$ cat config.mk
export PLATFORM = sky130hd
export DESIGN_NAME = mux_8_scanner
export DESIGN_NICKNAME = d
export VERILOG_FILES = /design/src/rtl/mux_8_pkg.sv /design/src/rtl/mux_8_dwell_timer.sv /design/src/rtl/mux_8_scanner.sv
export SDC_FILE = /design/constraint.sdc
export NUM_CORES = 1
export LEC_CHECK = 0
export CORE_ASPECT_RATIO = 0.75
export CORE_MARGIN = 10
export CORE_UTILIZATION = 30
export DETAILED_ROUTE_END_ITERATION = 16
export GPL_TIMING_DRIVEN = 0
export SLEW_MARGIN = 10
export SYNTH_ARGS = -nofsm -noshare
export SYNTH_HDL_FRONTEND = slang
export SYNTH_SLANG_ARGS = --single-unit
$ cat constraint.sdc
create_clock -name clk -period 2.01 [get_ports clk]
set_input_delay 0.402 -clock clk [delete_from_list [all_inputs] [get_ports clk]]
set_output_delay 0.402 -clock clk [all_outputs]
set_load 0.01 [all_outputs]
$ cat src/rtl/mux_8_pkg.sv
// Shared types and sizes for the mux_8 channel scanner.
// No logic; constants only.
package mux_8_pkg;

    typedef enum logic [1:0] {
        IDLE = 2'd0,
        SCAN = 2'd1,
        HOLD = 2'd2
    } state_t;

    localparam int NUM_CH = 8;
    localparam int SEL_W  = 3;

    localparam logic [SEL_W-1:0] LAST_CH = SEL_W'(NUM_CH - 1);

endpackage

$ cat src/rtl/mux_8_dwell_timer.sv
// Per-channel dwell counter; done is high while count == DWELL-1.
// clear wins over enable; no backpressure of its own.
module mux_8_dwell_timer #(
    parameter int DWELL = 2,
    parameter int DW_W  = 8
) (
    input  logic clk,
    input  logic rst_n,
    input  logic clear,
    input  logic enable,
    output logic done
);

    localparam logic [DW_W-1:0] LAST = DW_W'(DWELL - 1);

    logic [DW_W-1:0] count;

    always_ff @(posedge clk or negedge rst_n) begin
        if (!rst_n) begin
            count <= '0;
        end else if (clear) begin
            count <= '0;
        end else if (enable) begin
            count <= count + DW_W'(1);
        end
    end

    assign done = (count == LAST);

endmodule

$ cat src/rtl/mux_8_scanner.sv
// Steps sel through 8 channels, samples mux_out every DWELL cycles, emits an 8-bit word after 8*DWELL cycles.
// The word is held in HOLD until word_ready; no sampling happens while held.
module mux_8_scanner
    import mux_8_pkg::*;
#(
    parameter int DWELL = 2,
    parameter int DW_W  = 8
) (
    input  logic              clk,
    input  logic              rst_n,
    input  logic              start,
    input  logic              continuous,
    input  logic              abort,
    input  logic              mux_out,
    output logic [SEL_W-1:0]  sel,
    output logic [NUM_CH-1:0] word,
    output logic              word_valid,
    input  logic              word_ready,
    output logic              busy
);

    if (DWELL < 1 || DWELL > (2**DW_W) - 1) begin : g_bad_dwell
        $error("mux_8_scanner: DWELL must be in 1..2**DW_W-1");
    end

    state_t            state;
    logic [SEL_W-1:0]  ch;
    logic [NUM_CH-1:0] cap;
    logic [NUM_CH-1:0] cap_nxt;
    logic              done;
    logic              tmr_clear;
    logic              tmr_en;

    // Count restarts whenever we are not scanning and after every sample.
    assign tmr_en    = (state == SCAN);
    assign tmr_clear = (state != SCAN) || done;

    mux_8_dwell_timer #(
        .DWELL (DWELL),
        .DW_W  (DW_W)
    ) u_timer (
        .clk    (clk),
        .rst_n  (rst_n),
        .clear  (tmr_clear),
        .enable (tmr_en),
        .done   (done)
    );

    // Lets the final channel's sample land in word on the same edge.
    always_comb begin
        cap_nxt     = cap;
        cap_nxt[ch] = mux_out;
    end

    assign sel = ch;

    always_ff @(posedge clk or negedge rst_n) begin
        if (!rst_n) begin
            state      <= IDLE;
            ch         <= '0;
            cap        <= '0;
            word       <= '0;
            word_valid <= 1'b0;
            busy       <= 1'b0;
        end else begin
            case (state)
                IDLE: begin
                    if (start) begin
                        state <= SCAN;
                        ch    <= '0;
                        busy  <= 1'b1;
                    end
                end
                SCAN: begin
                    if (abort) begin
                        state <= IDLE;
                        ch    <= '0;
                        cap   <= '0;
                        busy  <= 1'b0;
                    end else if (done) begin
                        cap <= cap_nxt;
                        if (ch == LAST_CH) begin
                            word       <= cap_nxt;
                            word_valid <= 1'b1;
                            state      <= HOLD;
                        end else begin
                            ch <= ch + SEL_W'(1);
                        end
                    end
                end
                HOLD: begin
                    if (abort) begin
                        state      <= IDLE;
                        ch         <= '0;
                        cap        <= '0;
                        word_valid <= 1'b0;
                        busy       <= 1'b0;
                    end else if (word_ready) begin
                        word_valid <= 1'b0;
                        ch         <= '0;
                        if (continuous) begin
                            state <= SCAN;
                        end else begin
                            state <= IDLE;
                            busy  <= 1'b0;
                        end
                    end
                end
                default: begin
                    state      <= IDLE;
                    ch         <= '0;
                    word_valid <= 1'b0;
                    busy       <= 1'b0;
                end
            endcase
        end
    end

endmodule

# Word-level counts from Yosys, hierarchy flattened
# Index checks and enable logic that the tools add are counted.
# W data, S select, Z words.
[op_classes]
n_lt_le_gt_ge = 2
add_sub_neg = 2
n_bitwise = 2
reduce_logical = 11
n_mux = 36
n_eq_ne = 16
[op_table]
columns = ["cell", "n"]
rows = [
  ["$mux W8", 5],
  ["$mux W3", 6],
  ["$pmux W8 S2", 1],
  ["$reduce_and A4 Y1", 4],
  ["$mux W1", 12],
  ["$mux W2", 6],
  ["$ne A3 B3 Y1 const B", 4],
  ["$ne A2 B2 Y1 const B", 5],
  ["$pmux W3 S3", 1],
  ["$add A8 B1 Y8 const B", 1],
  ["$bwmux W8", 1],
  ["$eq A8 B1 Y1 const B", 1],
  ["$pmux W1 S3", 2],
  ["$pmux W2 S3", 1],
  ["$reduce_and A5 Y1", 1],
  ["$lt A3 B4 Y1 const B", 1],
  ["$ne A2 B1 Y1 const B", 2],
  ["$reduce_bool A2 Y1", 2],
  ["$add A3 B1 Y3 const B", 1],
  ["$demux W1 S3", 1],
  ["$eq A3 B3 Y1 const B", 1],
  ["$ge A3 B1 Y1 const B", 1],
  ["$ne A3 B2 Y1 const B", 1],
  ["$reduce_and A3 Y1", 1],
  ["other kinds (6)", 7],
]
[word_totals]
register_bits = 31
input_bits = 7

# Logic depth before layout (Yosys ltp)
[logic_depth]
word_depth = 8
ltp_mapped = 6
depth_no_buf = 5

# Cells and area by module
# From an unflattened synthesis, not the netlist that was laid out.
[unflattened]
cells_unflattened = 163
hier_area_um2 = 1647.8
[by_module_without_submodules]
columns = ["module", "area_each_um2", "cells_per_inst", "n_inst", "seq_area_each_um2"]
rows = [
  ["mux_8_scanner", 1226.2, 121, 1, 575.6],
  ["mux_8_dwell_timer", 421.7, 42, 1, 200.2],
]

# Worst setup path before layout
# OpenSTA, ideal clock, no wires.
[synth_path]
path_kind = "register to register"
startpoint = "register ch[0], in the netlist sel[0]"
endpoint = "register ch[1], in the netlist sel[1]"
arrival_time_ns = 1.568
stages_incl_launch_ff = 6
slack_ns = 0.314
t_required_ns = 1.881
synth_period_minus_slack_ns = 1.696
path_cell_list = "dfrtp_1 -> ha_1 -> ha_1 -> or4b_1 -> o211ai_1 -> nand3_1"
[synth_between]
elab_chain_len = 5
word_cells_on_any_way = 8
classes_between = "1 x add/sub; 2 x eq/ne; 4 x mux; 1 x reduce/logical"
[synth_rtl]
columns = ["item", "line_no", "text"]
rows = [
  ["start: declaration", "mux_8_scanner.sv:27", "logic [SEL_W-1:0] ch;"],
  ["start signal: assignment", "mux_8_scanner.sv:87", "ch <= ch + SEL_W'(1);"],
  ["$add A3 B1 Y3", "mux_8_scanner.sv:87", ""],
  ["$mux W3", "mux_8_scanner.sv:82", "if (ch == LAST_CH) begin"],
  ["$mux W3", "mux_8_scanner.sv:80", "end else if (done) begin"],
  ["$mux W3", "mux_8_scanner.sv:75", "if (abort) begin"],
  ["$pmux W3 S3", "mux_8_scanner.sv:66", "case (state)"],
]
# Parallel ways exist; a longest one is shown, timed or not. The select of a mux whose other input is x is not followed.
# A chain may end at the register's enable or synchronous reset.

# Worst setup path in the final report
[layout_path]
startpoint = "input port abort"
endpoint = "register word[2]"
[layout_between]
elab_chain_len = 2
[layout_rtl]
columns = ["item", "line_no", "text"]
rows = [
  ["start: declaration", "mux_8_scanner.sv:13", "input logic abort,"],
  ["$not A1 Y1 (no source line)", "-", ""],
  ["$reduce_and A4 Y1 (no source line)", "-", ""],
  ["end signal: assignment", "mux_8_scanner.sv:83", "word <= cap_nxt;"],
  ["end: declaration", "mux_8_scanner.sv:16", "output logic [NUM_CH-1:0] word,"],
]
# No other way between the ends.

==> run_results.csv <==
group,metric,value,unit
synthesis,syn_area,0.00165,mm²
timing,setup_viol,0,
pwr,cellLeakagePower,0.902,nW
run_status,status,"finished, final reports clean",
drt,viasPerCell,4.78,
grt,grt_pass1_vias,1182,
clock_tree,insertion_delay,280,ps
clock_tree,clk_pin_slew,70,ps
floorplan,die-width,106,µm
synthesis,synth.area.top_cells,"dfrtp_1 (47%), mux2i_1 (9.7%), inv_1 (4.6%)",
synthesis,ys.flop_type,"dfrtp_1",
clock_tree,cts.htree.levels,2,
layout,layout_common_cells,"dfrtp_1 (31), inv_1 (20), clkdlybuf4s50_1 (17)",
critical_path,r2r_start,"sel[0]",
critical_path,worstSetupStartpointType,"input pin",
drt,wire_per_inst,14.1,µm
synthesis,syn_inst,156,
synthesis,synth_compound_area_share,12.4,%
critical_path,crit_fanout,10,
critical_path,rr_worst_depth,5,
grt,antenna_found_initial,0,
synthesis,ys_types,36,
critical_path,r2r_slack,240,ps
layout,fillers,557,
grt,use_met3,2.37,%
synthesis,synthSimpleGateAreaFrac,18.5,%
layout,area_growth_syn_to_layout,25.2,%
timing,drv_slew,0,
layout,stdcell_count,258,
pwr,p_per_area,770,mW/mm²
clock_tree,cts_tree,"built",
hold_path,hp-class,"input pin to asynchronous set/reset pin",
placed_design,io_buffers,18,
timing,fin_crit,1820,ps
critical_path,crit_type,"input pin to flop",
placed_design,gp_congestion,0.753,
clock_tree,cts_buffer_depth,2,
timing,maxSlewHeadroom,52.8,%
synthesis,synth-adder-area-share,3.04,%
synthesis,async_reset_ff_share,100,%
critical_path,worstSetupEndpointType,"flop",
layout,final_common_cell,"dfrtp_1",
timing,finalCritPeriodShare,90.4,%
critical_path,critPathRequiredTime,2220,ps
timing,report.final.hold_viol_count,0,
clock_tree,cts_hold_buf,0,
clock_tree,cts_buffers,5,
drt,dr.pass1.iters,4,
critical_path,slowest_delay,530,ps
grt,top_usage_layer,"met1",
drt,totalWireLength,3630,µm
synthesis,synth_top_family_by_area,"simple AND/OR/NAND/NOR gates",
timing,worst_clock_skew,7.77,ps
critical_path,crit_chain,"clkdlybuf4s50_1 -> nor3b_4 -> and4_1 -> buf_6 -> mux2i_1",
timing,holdWs,166,ps
floorplan,io_pins,20,
flow_run,max-cap-violations,0,
floorplan,core,0.00532,mm²
layout,drive_above_1_share,9.29,%
layout,num_antenna_cells,0,
synthesis,yosysSeqAreaShare,47.1,%
grt,grt_max_degree,32,
grt,grt_pass1_wl,5950,µm
critical_path,critPathSlowestCell,"clkdlybuf4s50_1",
critical_path,r2r_end,"sel[1]",
critical_path,crit_arrival,2030,ps
synthesis,syn_nets,167,
drt,drc,0,
clock_tree,clock-sinks,31,
synthesis,synth_top_area_share,47.1,%
drt,drtIter0Drc,65,
synthesis,synth_xor_area_share,2.13,%
layout,layout.nets,193,
grt,track_usage,8.19,%
synthesis,syn_avg_cell_area,10.6,µm²
layout,multi_input_area,774,µm²
drt,vias,1234,
pwr,ir_drop,413,µV
floorplan,start_util,30.9,%
timing,max_freq,0.550,GHz
placed_design,dp_hpwl,2500,µm
grt,grt.met1_usage,11.9,%
timing,fin_tns_setup,0,ps
grt,use_met2,10.5,%
floorplan,placementRows,23,
synthesis,synth_edf_count,0,
synthesis,yosysTopAreaCell,"dfrtp_1",
placed_design,dpl.cell_count,249,
floorplan,dieHeight,84.2,µm
timing,worstMarginPinSlew,708,ps
synthesis,synth-seq-cells,31,
floorplan,die-area,0.00888,mm²
synthesis,muxShareOfSynthArea,9.73,%
clock_tree,root_buffer,"clkbuf_8",
grt,overflow,0,
timing,rsz0062_at_grt,"false",
synthesis,yosys_warnings,0,
layout,seqCellArea,776,µm²
drt,drtAntennaViolNets,0,
## synthesized netlist by cell type, drive strengths merged (2+ instances only)
library cell	count
buf	4
nand2	2
nand3	9
xor2	3
o32ai	8
nand3b	3
a21oi	3
nor2	8
o21ai	5
nand4	3
o211ai	6
mux2i	16
nor4b	2
inv	20
dfrtp	31
clkbuf	3
nand2b	2
ha	4
nor3	2
a21o	2
nor3b	6
or3	3
## power by group
group	internal, mW	switching (mW)
clock	0.401	0.237
sequential	0.654	0.0359
combinational	0.112	0.147
## critical path: cells and delay by family
| kind | cells | cell delay [ps] |
|---|---|---|
| mux | 1 | 190 |
| buf+inv | 2 | 710 |
| simple gates | 2 | 710 |
## routing by layer
metal  up-vias  wire length [µm]
met4         0                58
li1        614                 -
met3         5               177
met2        34              1490
met5         -                 0
met1       581              1900
## timing repair
action	in CTS	in global routing
gates resized for setup	0	3
buffers inserted	0	1
setup endpoints to repair	0	16
hold endpoints to repair	0	0
## registers in the layout (all words and copies together), names as in the netlist
signal	cells
cap	8
u_timer.count	8
word	8
sel	3
state	2
busy	1
word_valid	1
## cell families after synthesis
| family | Yosys count |
|---|---|
| AO/OA/AOI/OAI | 28 |
| XOR/XNOR | 4 |
| adder cells (fa/ha/maj) | 4 |
| buffers and inverters | 27 |
| flip-flops | 31 |
| multiplexers | 16 |
| AND/OR/NAND/NOR | 46 |
## cell type report
cell class,count,area share (%)
Clock buffer,6,4.01
Sequential cell,31,37.6
Inverter,20,3.64
Multi-Input combinational cell,98,37.6
Tap cell,75,4.55
Timing Repair Buffer,19,8.86
Buffer,7,2.00
Clock inverter,2,1.70
## through the flow
step | instance area (µm²) | power, mW | utilization (%) | setup WS, ps
finish | 2060 | 1.59 | 38.7 | 193
global route | 2060 | 1.67 | 38.7 | 103
CTS | 2030 | 1.60 | 38.2 | 8.47
detailed placement | 1920 | 0.951 | 36.0 | -203
global placement | 1920 | 0.946 | 36.1 | -154
floorplan | 1650 | 0.856 | - | 314
## worst max path at each step
stage	to	depth (start not counted)	slack (ps)	startpoint
after floorplan	sel[1]	5	310	sel[0]
after global placement	word[2]	5	-150	abort
after detailed placement	word[7]	5	-200	abort
after CTS	cap[2]	5	8	u_timer.count[1]
after global routing	cap[2]	4	100	abort
final	word[2]	5	190	abort
No activity file was read; power rests on OpenSTA's default activity.
